`config.mk`:
```
export PLATFORM = sky130hd
export DESIGN_NAME = set_compare_unit
export DESIGN_NICKNAME = d
export VERILOG_FILES = /design/src/rtl/set_ops_pkg.sv /design/src/rtl/set_slice_cmp.sv /design/src/rtl/set_compare_unit.sv
export SDC_FILE = /design/constraint.sdc
export NUM_CORES = 1
export LEC_CHECK = 0
export CORE_MARGIN = 1
export CORE_UTILIZATION = 47
export CTS_CLUSTER_SIZE = 28
export DETAILED_ROUTE_END_ITERATION = 8
export GPL_ROUTABILITY_DRIVEN = 0
export PLACE_DENSITY_LB_ADDON = 0.12
export SYNTH_ARGS = -nofsm -noshare
export SYNTH_HDL_FRONTEND = slang
export SYNTH_SLANG_ARGS = --single-unit
```
`constraint.sdc`:
```
create_clock -name clk -period 3.71 [get_ports clk]
set_clock_uncertainty 0.05 [all_clocks]
set_input_delay 0.5565 -clock clk [delete_from_list [all_inputs] [get_ports clk]]
set_output_delay 0.5565 -clock clk [all_outputs]
set_load 0.05 [all_outputs]
```
`src/rtl/set_ops_pkg.sv`:
```
// Shared opcode constants, FSM state type and op decode
// helpers for the set-compare unit.
package set_ops_pkg;

  localparam logic [3:0] OP_SEQ  = 4'd0;
  localparam logic [3:0] OP_SNE  = 4'd1;
  localparam logic [3:0] OP_SLT  = 4'd2;
  localparam logic [3:0] OP_SGT  = 4'd3;
  localparam logic [3:0] OP_SLE  = 4'd4;
  localparam logic [3:0] OP_SGE  = 4'd5;
  localparam logic [3:0] OP_SLTU = 4'd6;
  localparam logic [3:0] OP_SGTU = 4'd7;
  localparam logic [3:0] OP_SLEU = 4'd8;
  localparam logic [3:0] OP_SGEU = 4'd9;

  typedef enum logic [1:0] {
    IDLE,
    BUSY,
    DONE
  } state_t;

  typedef enum logic [1:0] {
    OPC_UNS,
    OPC_SGN,
    OPC_ILL
  } op_class_t;

  function automatic op_class_t op_class(
    input logic [3:0] op
  );
    op_class_t c;
    c = OPC_ILL;
    unique case (1'b1)
      (op >= OP_SLT && op <= OP_SGE): c = OPC_SGN;
      (op < OP_SLT):                  c = OPC_UNS;
      (op >= OP_SLTU && op <= OP_SGEU): c = OPC_UNS;
      (op > OP_SGEU):                 c = OPC_ILL;
    endcase
    return c;
  endfunction

  function automatic logic set_flag(
    input logic [3:0] op,
    input logic       lt,
    input logic       gt,
    input logic       eq
  );
    logic f;
    f = 1'b0;
    unique case (op)
      OP_SEQ:           f = eq;
      OP_SNE:           f = !eq;
      OP_SLT, OP_SLTU:  f = lt;
      OP_SGT, OP_SGTU:  f = gt;
      OP_SLE, OP_SLEU:  f = !gt;
      OP_SGE, OP_SGEU:  f = !lt;
      default:          f = 1'b0;
    endcase
    return f;
  endfunction

endpackage

```
`src/rtl/set_slice_cmp.sv`:
```
// Combinational compare of one operand slice; flipping the
// msb turns an unsigned compare into a signed one.
module set_slice_cmp #(
  parameter int CHUNK = 8
) (
  input  logic [CHUNK-1:0] sa,
  input  logic [CHUNK-1:0] sb,
  input  logic             invert_msb,
  output logic             s_lt,
  output logic             s_eq
);

  logic [CHUNK-1:0] msk;
  logic [CHUNK-1:0] ua;
  logic [CHUNK-1:0] ub;

  always_comb begin
    msk = '0;
    msk[CHUNK-1] = invert_msb;
  end

  assign ua   = sa ^ msk;
  assign ub   = sb ^ msk;
  assign s_lt = ua < ub;
  assign s_eq = ua == ub;

endmodule

```
`src/rtl/set_compare_unit.sv`:
```
// Multi-cycle set-compare: one CHUNK slice per cycle,
// MSB slice first, stopping at the first difference.
module set_compare_unit
  import set_ops_pkg::*;
#(
  parameter int WIDTH = 32,
  parameter int CHUNK = 8
) (
  input  logic             clk,
  input  logic             reset,
  input  logic             in_valid,
  output logic             in_ready,
  input  logic [3:0]       op,
  input  logic [WIDTH-1:0] a,
  input  logic [WIDTH-1:0] b,
  output logic             out_valid,
  input  logic             out_ready,
  output logic [WIDTH-1:0] result,
  output logic             illegal_op
);

  localparam int N  = WIDTH / CHUNK;
  localparam int IW = (N > 1) ? $clog2(N) : 1;
  localparam logic [IW-1:0] TOP = IW'(N - 1);

  if (CHUNK < 1 || (WIDTH % CHUNK) != 0 || N < 1) begin : g_bad
    $error("set_compare_unit: WIDTH must be a multiple of CHUNK");
  end

  state_t           state_q;
  state_t           state_d;
  logic [WIDTH-1:0] a_q;
  logic [WIDTH-1:0] b_q;
  logic [3:0]       op_q;
  logic [IW-1:0]    idx_q;

  logic [CHUNK-1:0] a_sl [N];
  logic [CHUNK-1:0] b_sl [N];

  for (genvar g = 0; g < N; g++) begin : g_sl
    assign a_sl[g] = a_q[g*CHUNK +: CHUNK];
    assign b_sl[g] = b_q[g*CHUNK +: CHUNK];
  end

  op_class_t cls;
  logic      ill;
  logic      inv;
  logic      s_lt;
  logic      s_eq;
  logic      accept;
  logic      finish;
  logic      flag;

  assign cls = op_class(op_q);
  assign ill = (cls == OPC_ILL);
  assign inv = (cls == OPC_SGN) && (idx_q == TOP);

  set_slice_cmp #(
    .CHUNK(CHUNK)
  ) u_cmp (
    .sa        (a_sl[idx_q]),
    .sb        (b_sl[idx_q]),
    .invert_msb(inv),
    .s_lt      (s_lt),
    .s_eq      (s_eq)
  );

  assign accept = (state_q == IDLE) && in_valid;
  assign finish = (state_q == BUSY) &&
                  (ill || !s_eq || idx_q == '0);
  // illegal ops finish on their first busy cycle with flag 0
  assign flag   = !ill &&
                  set_flag(op_q, s_lt, !s_lt && !s_eq, s_eq);

  assign in_ready  = (state_q == IDLE) && !reset;
  assign out_valid = (state_q == DONE);

  always_comb begin
    state_d = state_q;
    unique case (state_q)
      IDLE:    if (in_valid)  state_d = BUSY;
      BUSY:    if (finish)    state_d = DONE;
      DONE:    if (out_ready) state_d = IDLE;
      default: state_d = IDLE;
    endcase
  end

  always_ff @(posedge clk) begin
    if (reset) state_q <= IDLE;
    else       state_q <= state_d;
  end

  always_ff @(posedge clk) begin
    if (reset) begin
      a_q        <= '0;
      b_q        <= '0;
      op_q       <= '0;
      idx_q      <= TOP;
      result     <= '0;
      illegal_op <= 1'b0;
    end else begin
      if (accept) begin
        a_q   <= a;
        b_q   <= b;
        op_q  <= op;
        idx_q <= TOP;
      end
      if (state_q == BUSY) begin
        if (finish) begin
          result     <= WIDTH'(flag);
          illegal_op <= ill;
        end else begin
          idx_q <= idx_q - IW'(1);
        end
      end
    end
  end

endmodule

```
==> impl_summary.log, run 1 <==
INFO  metric outcome = finished clean
INFO  metric layout-area-overhead-vs-synth = 24.7%
INFO  metric cts.repair_timing.setup_buffer_count = 0
INFO  metric cp_cell_sequence = mux4_2, xnor2_1, ha_1, nand4_1, or2_1, nor2_2, a21oi_1, or3b_2, nand3_1
INFO  metric clock_power_share = 33.3%
INFO  metric net_switching = 596 uW
INFO  metric post_synthesis_cell_count = around 440
INFO  metric final.setup.tns = 0 ns
INFO  metric power_frac_seq = between 40% and 50%
INFO  metric grt_max_degree = 77
INFO  metric yosys_most_used_dff = sky130_fd_sc_hd__dfxtp_1
INFO  metric timing.critical_path.to = result[0]
INFO  metric largest_stage_delay_on_the_critical_path = 0.66 ns
INFO  metric ys_warn_count = 0
INFO  metric most_used_cells_in_the_layout_excluding_fill_and_tap_cells = 138 x sky130_fd_sc_hd__nand2_1, 75 x sky130_fd_sc_hd__a21oi_1, 74 x sky130_fd_sc_hd__dfxtp_1, 74 x sky130_fd_sc_hd__clkdlybuf4s50_1, 31 x sky130_fd_sc_hd__conb_1
INFO  metric gr-total-overflow = 0
INFO  metric finalHoldViolCount = 0
INFO  metric placed_cells_incl_taps = 586
INFO  metric synthArstFlopShare = 0%
INFO  metric slew_headroom = between 50% and 60%
INFO  metric grt_first_pass_wirelength = 13300 um
INFO  metric post_drt_via_cell_ratio = roughly 5.0
INFO  metric syn-mean-instance-area = ~8.3 sq um
INFO  metric post_synthesis_instance_area = ~3600 sq um
INFO  metric clock_latency = about 0.36 ns
INFO  metric finish.utilization = about three fifths
INFO  metric placement_rows = 31
INFO  metric regToRegStartpoint = idx_q[1]
INFO  metric worst_hold_slack = between 0.4 and 0.5 ns
INFO  metric hold_buffers = 0
INFO  metric layout-drive-gt1-share = about a tenth
INFO  metric p_leak = roughly 1.8 nW
INFO  metric ctsLongestPathBuffers = 2
INFO  metric timing.rr.end = result[0]
INFO  metric crit_path_top_delay_cell = sky130_fd_sc_hd__dfxtp_1
INFO  metric power_after_layout = between 2 and 2.5 mW
INFO  metric grt_util_all_layers = a little over a fifth
INFO  metric cts-root-buf = sky130_fd_sc_hd__clkbuf_8
INFO  metric final_period_minus_worst_setup_slack = between 3 and 4 ns
INFO  metric worstHoldStart = b_q[24]
INFO  metric design.core.area = 7370 sq um
INFO  metric path_clk_slew = ~0.070 ns
INFO  metric netSwitchingFraction = 29.5%
INFO  metric post-route-worst-setup-slack = approximately 0.54 ns
INFO  metric design.portCount = ~110
INFO  metric finish.instance_area = ~4500 sq um
INFO  metric internal_power = approximately 1.4 mW
INFO  metric placement.setup.worst_slack = around 0.56 ns
INFO  metric detail_route.drc_violations = 0
INFO  metric power_per_cell_area = 447 nW/um^2
INFO  metric setup_violation_total_in_the_final_timing_report = 0
INFO  metric port-buffer-count = between 70 and 80
INFO  metric synthDistinctLibCells = 43
INFO  metric holdCritPathClass = flip-flop to flip-flop
INFO  metric cts.sink_count = 74
INFO  metric dp.final_hpwl = roughly 5800 um
INFO  metric avgRoutedWirePerCell = 13.2 um
INFO  metric grt_antenna_before_repair = 0
INFO  metric placed_cell_area = approximately 4300 sq um
INFO  metric num_vias = roughly 3000
INFO  metric timing.critical_path.required = ~4.0 ns
INFO  metric worstRegToRegCells = 9
INFO  metric critPathArrivalTime = between 3 and 4 ns
INFO  metric startpoint = idx_q[1]
INFO  metric synth_enable_flop_cells = 0
INFO  metric final_min_period_over_clock_period = between 80% and 90%
INFO  metric crit_path_end_kind = flip-flop
INFO  metric tritoncts = built
INFO  metric ir_worst_vdd = 0.000273 V
INFO  metric tritoncts.num_buffers = 9
INFO  metric starting_density_of_the_core = 49.2%
INFO  metric rsz0062_at_grt = no
INFO  metric die_width = between 80 and 90 um
INFO  metric detail_route.first_pass.iterations = 6
INFO  metric die_area = about 8100 sq um
INFO  metric num-nets-final = a little under 600
INFO  metric drtAntennaViolNets = 0
INFO  metric path_class = flip-flop to flip-flop
INFO  metric layout_commonest_cell = sky130_fd_sc_hd__nand2_1
INFO  metric cap_violations = 0
INFO  metric layout.cells.non_filler = ~600
INFO  metric dieHeight = 89.8 um
INFO  metric totalWireLength = between 7000 and 8000 um
INFO  metric clock.fmax = between 0.3 and 0.4 GHz
INFO  metric synth_seq_cells = 74
INFO  metric sequential_element_share_of_the_synthesized_area = about 41%
INFO  metric first_global_vias = about 2900
INFO  metric cts_htree_levels = 3
INFO  metric antenna-diode-count = 0
INFO  metric path_max_fanout = 13
INFO  metric min_path_cells = 2
INFO  metric power_frac_comb = between 20% and 30%
INFO  metric initial_drt_markers = 158
INFO  metric post_cts_resized = 0
INFO  metric finalMaxSlewViolations = 0
INFO  metric worst_pin_slew = about 0.74 ns
INFO  metric critPathLaunchType = flip-flop
INFO  metric r2r_setup_slack = about 0.54 ns
layout make-up:
class	instances	area, sq um
clock buffers	15	186
multi-input cells	318	1850
inverters	12	45.0
clock inverters	1	30.0
repair buffers	83	806
well taps	99	124
fillers	668	2850
flip-flops and latches	74	1480
synth_stat cells, types with 2 or more instances:
cell type	number	share of area, %
sky130_fd_sc_hd__nand4_1	2	0.35
sky130_fd_sc_hd__buf_1	6	0.62
sky130_fd_sc_hd__mux4_2	16	9.9
sky130_fd_sc_hd__buf_4	31	6.4
sky130_fd_sc_hd__nand2_1	139	14
sky130_fd_sc_hd__nor3_1	7	0.97
sky130_fd_sc_hd__dfxtp_1	74	41
sky130_fd_sc_hd__nand3_1	3	0.41
sky130_fd_sc_hd__or2_1	3	0.52
sky130_fd_sc_hd__nor3b_1	2	0.41
sky130_fd_sc_hd__nor2_1	5	0.52
sky130_fd_sc_hd__buf_2	7	0.97
sky130_fd_sc_hd__a21oi_1	75	10
sky130_fd_sc_hd__xnor2_1	2	0.48
sky130_fd_sc_hd__inv_1	12	1.2
sky130_fd_sc_hd__clkbuf_1	16	1.7
sky130_fd_sc_hd__ha_1	10	3.5
layer usage:
layer  track usage [%]  up-vias  routed length [um]
met5                 0        -                   0
li1                  -     1519                   -
met4              7.24        0                 163
met3              6.51       19                 475
met1              26.4     1386                3640
met2              33.4       98                3670
power groups by stage:
stage	Combinational [mW]	Clock [mW]	Sequential, mW
2_1_floorplan	0.350	0	0.901
3_3_place_gp	0.439	0	0.917
3_5_place_dp	0.450	0	0.916
4_1_cts	0.452	0.676	0.898
5_1_grt	0.494	0.714	0.905
6_report	0.448	0.674	0.898
logic make-up (layout without fill, tap and decap cells):
kind of cell / count (synthesis) / count (layout) / synth area share [%]
compound gates: 87 / 87 / 13.5
buf+inv: 74 / 111 / 11.4
flops: 74 / 74 / 40.9
simple gates: 171 / 171 / 20.0
other cells: 1 / 31 / 0.104
xor+xnor: 3 / 3 / 0.726
fa+ha+maj: 10 / 10 / 3.45
mux: 16 / 16 / 9.95
how the worst min path moves through the flow:
stage and to:
4_1_cts b_q[17], 6_report b_q[24], 5_1_grt b_q[30], 2_1_floorplan a_q[16], 3_5_place_dp b_q[17], 3_3_place_gp a_q[27]
state kept, by name, summed over array words and instances, names as in the netlist:
name,cells
a_q,32
b_q,32
idx_q,2
illegal_op,1
op_q,4
result,1
state_q,2
critical path: cells and delay by family (launching register included):
| kind | cells | cell delay [ns] |
|---|---|---|
| AO/OA/AOI/OAI | 1 | 0.09 |
| XOR/XNOR | 1 | 0.14 |
| adder cells (fa/ha/maj) | 1 | 0.35 |
| flip-flops | 1 | 0.66 |
| multiplexers | 1 | 0.59 |
| AND/OR/NAND/NOR | 5 | 1.24 |
Power figures use the tool's default switching activity.
==> run 2: changes to the inputs <==
- CORE_UTILIZATION: 47 -> 49
- CTS_BUF_LIST: default -> sky130_fd_sc_hd__clkbuf_4 sky130_fd_sc_hd__clkbuf_8
- CTS_CLUSTER_SIZE: 28 -> 14
==> run 2 against run 1 <==
  * Die area shrank 4.0%
  * First-iteration DRC count shrank 25%
  * Power up 0.60%
  * Critical path type unchanged
  * Critical endpoint unchanged
  * Largest cell class unchanged
  * Largest power group unchanged
==> impl_summary.log, run 2 (same netlist as run 1, synthesis figures left out) <==
INFO  metric hold_buffers = 0 (unchanged)
INFO  metric post_cts_resized = 0 (unchanged)
INFO  metric num_vias = 3037 (+0.50%)
INFO  metric final_min_period_over_clock_period = 86.3% (+0.77 points)
INFO  metric final.setup.tns = 0 ns (unchanged)
INFO  metric critPathArrivalTime = 3.45 ns (+0.02 ns)
INFO  metric post_drt_via_cell_ratio = 5.10 (+1.5%)
INFO  metric initial_drt_markers = 118 (-25%)
INFO  metric power_per_cell_area = 449 nW/um^2 (+0.46%)
INFO  metric critical-path-top-delay-family = simple AND/OR/NAND/NOR gates
INFO  metric finalHoldViolCount = 0 (unchanged)
INFO  metric tritoncts.num_buffers = 9 (unchanged)
INFO  metric antenna-diode-count = 0 (unchanged)
INFO  metric layout_commonest_cell = sky130_fd_sc_hd__nand2_1
INFO  metric num-nets-final = 578 (-0.34%)
INFO  metric setup_violation_total_in_the_final_timing_report = 0 (unchanged)
INFO  metric first_global_vias = 2769 (-3.0%)
INFO  metric clock.fmax = 0.312 GHz (-0.90%)
INFO  metric gr-total-overflow = 0 (unchanged)
INFO  metric top_regs = a_q: 32 flops, b_q: 32 flops, op_q: 4 flops
INFO  metric regToRegStartpoint = idx_q[1]
INFO  metric detail_route.drc_violations = 0 (unchanged)
INFO  metric totalWireLength = 7840 um (-1.5%)
INFO  metric whs_endpoint = b_q[16]
INFO  metric grt_first_pass_wirelength = 12700 um (-4.4%)
INFO  metric cp_num_buf_inv = 0 (unchanged)
INFO  metric cp_cell_sequence = ha_1, nor3b_1, xor2_1, ha_1, a41oi_2, o21ai_2, or4_1, a2111o_1, nand3_1
INFO  metric timing.critical_path.required = 3.96 ns (about the same)
INFO  metric min_path_cells = 2 (unchanged)
INFO  metric tritoncts = built
INFO  metric ctsLongestPathBuffers = 2 (unchanged)
INFO  metric layout-drive-gt1-share = 9.60% (-0.14 points)
INFO  metric cts.repair_timing.setup_buffer_count = 0 (unchanged)
INFO  metric detail_route.first_pass.iterations = 4 (-2)
INFO  metric port-buffer-count = 75 (unchanged)
INFO  metric starting_density_of_the_core = 51.9% (+2.7 points)
INFO  metric die_area = 7740 sq um (-4.0%)
INFO  metric design.portCount = 107 (unchanged)
INFO  metric netSwitchingFraction = 30.3% (+0.79 points)
INFO  metric path_max_fanout = 13 (unchanged)
INFO  metric grt_util_all_layers = 21.9% (+1.1 points)
INFO  metric largest_stage_delay_on_the_critical_path = 0.71 ns (+0.05 ns)
INFO  metric critical_path.most_common_cell = sky130_fd_sc_hd__ha_1
INFO  metric ir_worst_vdd = 0.000236 V (-13%)
INFO  metric cap_violations = 0 (unchanged)
INFO  metric cts_htree_levels = 3 (unchanged)
INFO  metric worst_pin_slew = 0.768 ns (+0.0272 ns)
INFO  metric critPathLaunchType = flip-flop
INFO  metric worstHoldStart = b_q[16]
INFO  metric crit_path_top_delay_cell = sky130_fd_sc_hd__dfxtp_1
INFO  metric worstRegToRegCells = 9 (unchanged)
INFO  metric layout-area-overhead-vs-synth = 24.9%
INFO  metric grt_max_degree = 77 (unchanged)
INFO  metric die_width = 88.0 um (-2.0%)
INFO  metric crit_path_end_kind = flip-flop
INFO  metric power_after_layout = 2.03 mW (+0.60%)
INFO  metric internal_power = 1.42 mW (-0.53%)
INFO  metric net_switching = 616 uW (+3.3%)
INFO  metric timing.rr.end = result[0]
INFO  metric p_leak = 1.76 nW (-0.40%)
INFO  metric outcome = finished clean
INFO  metric r2r_setup_slack = 0.51 ns (-0.03 ns)
INFO  metric final_period_minus_worst_setup_slack = 3.20 ns (+0.0287 ns)
INFO  metric holdCritPathClass = flip-flop to flip-flop
INFO  metric finalMaxSlewViolations = 0 (unchanged)
INFO  metric slew_headroom = 48.8% (-1.8 points)
INFO  metric placement_rows = 30 (-3.2%)
INFO  metric clock_latency = 0.36 ns (about the same)
INFO  metric grt_antenna_before_repair = 0 (unchanged)
INFO  metric design.core.area = 6980 sq um (-5.3%)
INFO  metric dieHeight = 88.0 um (-2.0%)
INFO  metric power_frac_seq = 44.0% (-0.5 points)
INFO  metric power_frac_comb = 22.2% (about the same)
INFO  metric clock_power_share = 33.7% (+0.4 points)
INFO  metric most_used_cells_in_the_layout_excluding_fill_and_tap_cells = 138 x sky130_fd_sc_hd__nand2_1, 75 x sky130_fd_sc_hd__a21oi_1, 74 x sky130_fd_sc_hd__dfxtp_1, 74 x sky130_fd_sc_hd__clkdlybuf4s50_1, 31 x sky130_fd_sc_hd__conb_1
INFO  metric dp.final_hpwl = 5570 um (-3.3%)
INFO  metric drtAntennaViolNets = 0 (unchanged)
INFO  metric path_class = flip-flop to flip-flop
INFO  metric avgRoutedWirePerCell = 13.1 um (-0.49%)
INFO  metric rsz0062_at_grt = no
INFO  metric cts.sink_count = 74 (unchanged)
INFO  metric path_clk_slew = 0.08 ns (about the same)
INFO  metric cts-root-buf = sky130_fd_sc_hd__clkbuf_8
-- run 2: changes by cell type in the layout (fill, tap and decap cells not counted), sizes merged --
cell      before  now
clkinv         0    2
clkbuf        15    9
clkinvlp       0    2
buf            9    7
bufinv         1    2
-- run 2: power groups by stage --
stage | clock network (mW) | logic [mW] | registers (mW)
detailed placement | 0 | 0.453 | 0.912
CTS | 0.692 | 0.454 | 0.894
global route | 0.728 | 0.494 | 0.902
global placement | 0 | 0.443 | 0.911
floorplan | 0 | 0.350 | 0.901
finish | 0.685 | 0.452 | 0.895
-- run 2: metrics by stage --
stage          hold WS (ns)  cells  area [sq um]  utilization (%)  setup WS [ns]
2_1_floorplan         0.383    466          3730                -          0.628
3_3_place_gp          0.391    581          4310             61.7          0.623
3_5_place_dp          0.395    581          4310             61.7          0.543
4_1_cts               0.405    596          4520             64.8          0.519
5_1_grt               0.426    596          4520             64.8          0.370
6_report              0.405    596          4520             64.8          0.508
-- run 2: worst reg2reg max path, delay by kind of cell (launching register included) --
kind	cells	cell delay, ns
simple gates	3	0.91
flops	1	0.71
xor+xnor	1	0.12
fa+ha+maj	2	0.61
compound gates	3	0.75
-- run 2: how the worst max path moves through the flow --
stage / slack (ns) / cells after the start / end / from
finish: 0.51 / 9 / result[0] / idx_q[1]
global route: 0.37 / 9 / result[0] / idx_q[1]
global placement: 0.62 / 8 / result[0] / idx_q[1]
floorplan: 0.63 / 10 / result[0] / idx_q[0]
CTS: 0.52 / 9 / result[0] / idx_q[1]
detailed placement: 0.54 / 9 / result[0] / idx_q[1]
-- run 2: cell type report --
cell class / count / area (sq um)
tap: 96 / 120
timing repair buffer: 81 / 816
fill: 640 / 2460
inverter: 12 / 45.0
multi-input combinational: 318 / 1850
clock buffer: 9 / 124
sequential: 74 / 1480
clock inverter: 6 / 92.6
-- run 2: metal layers --
layer	vias up	share of wire, %	global-route usage [%]
met3	10	6.2	5.18
met1	1416	46	29.2
li1	1516	-	-
met4	0	1.5	8.94
met5	-	0	0
met2	95	46	34.2
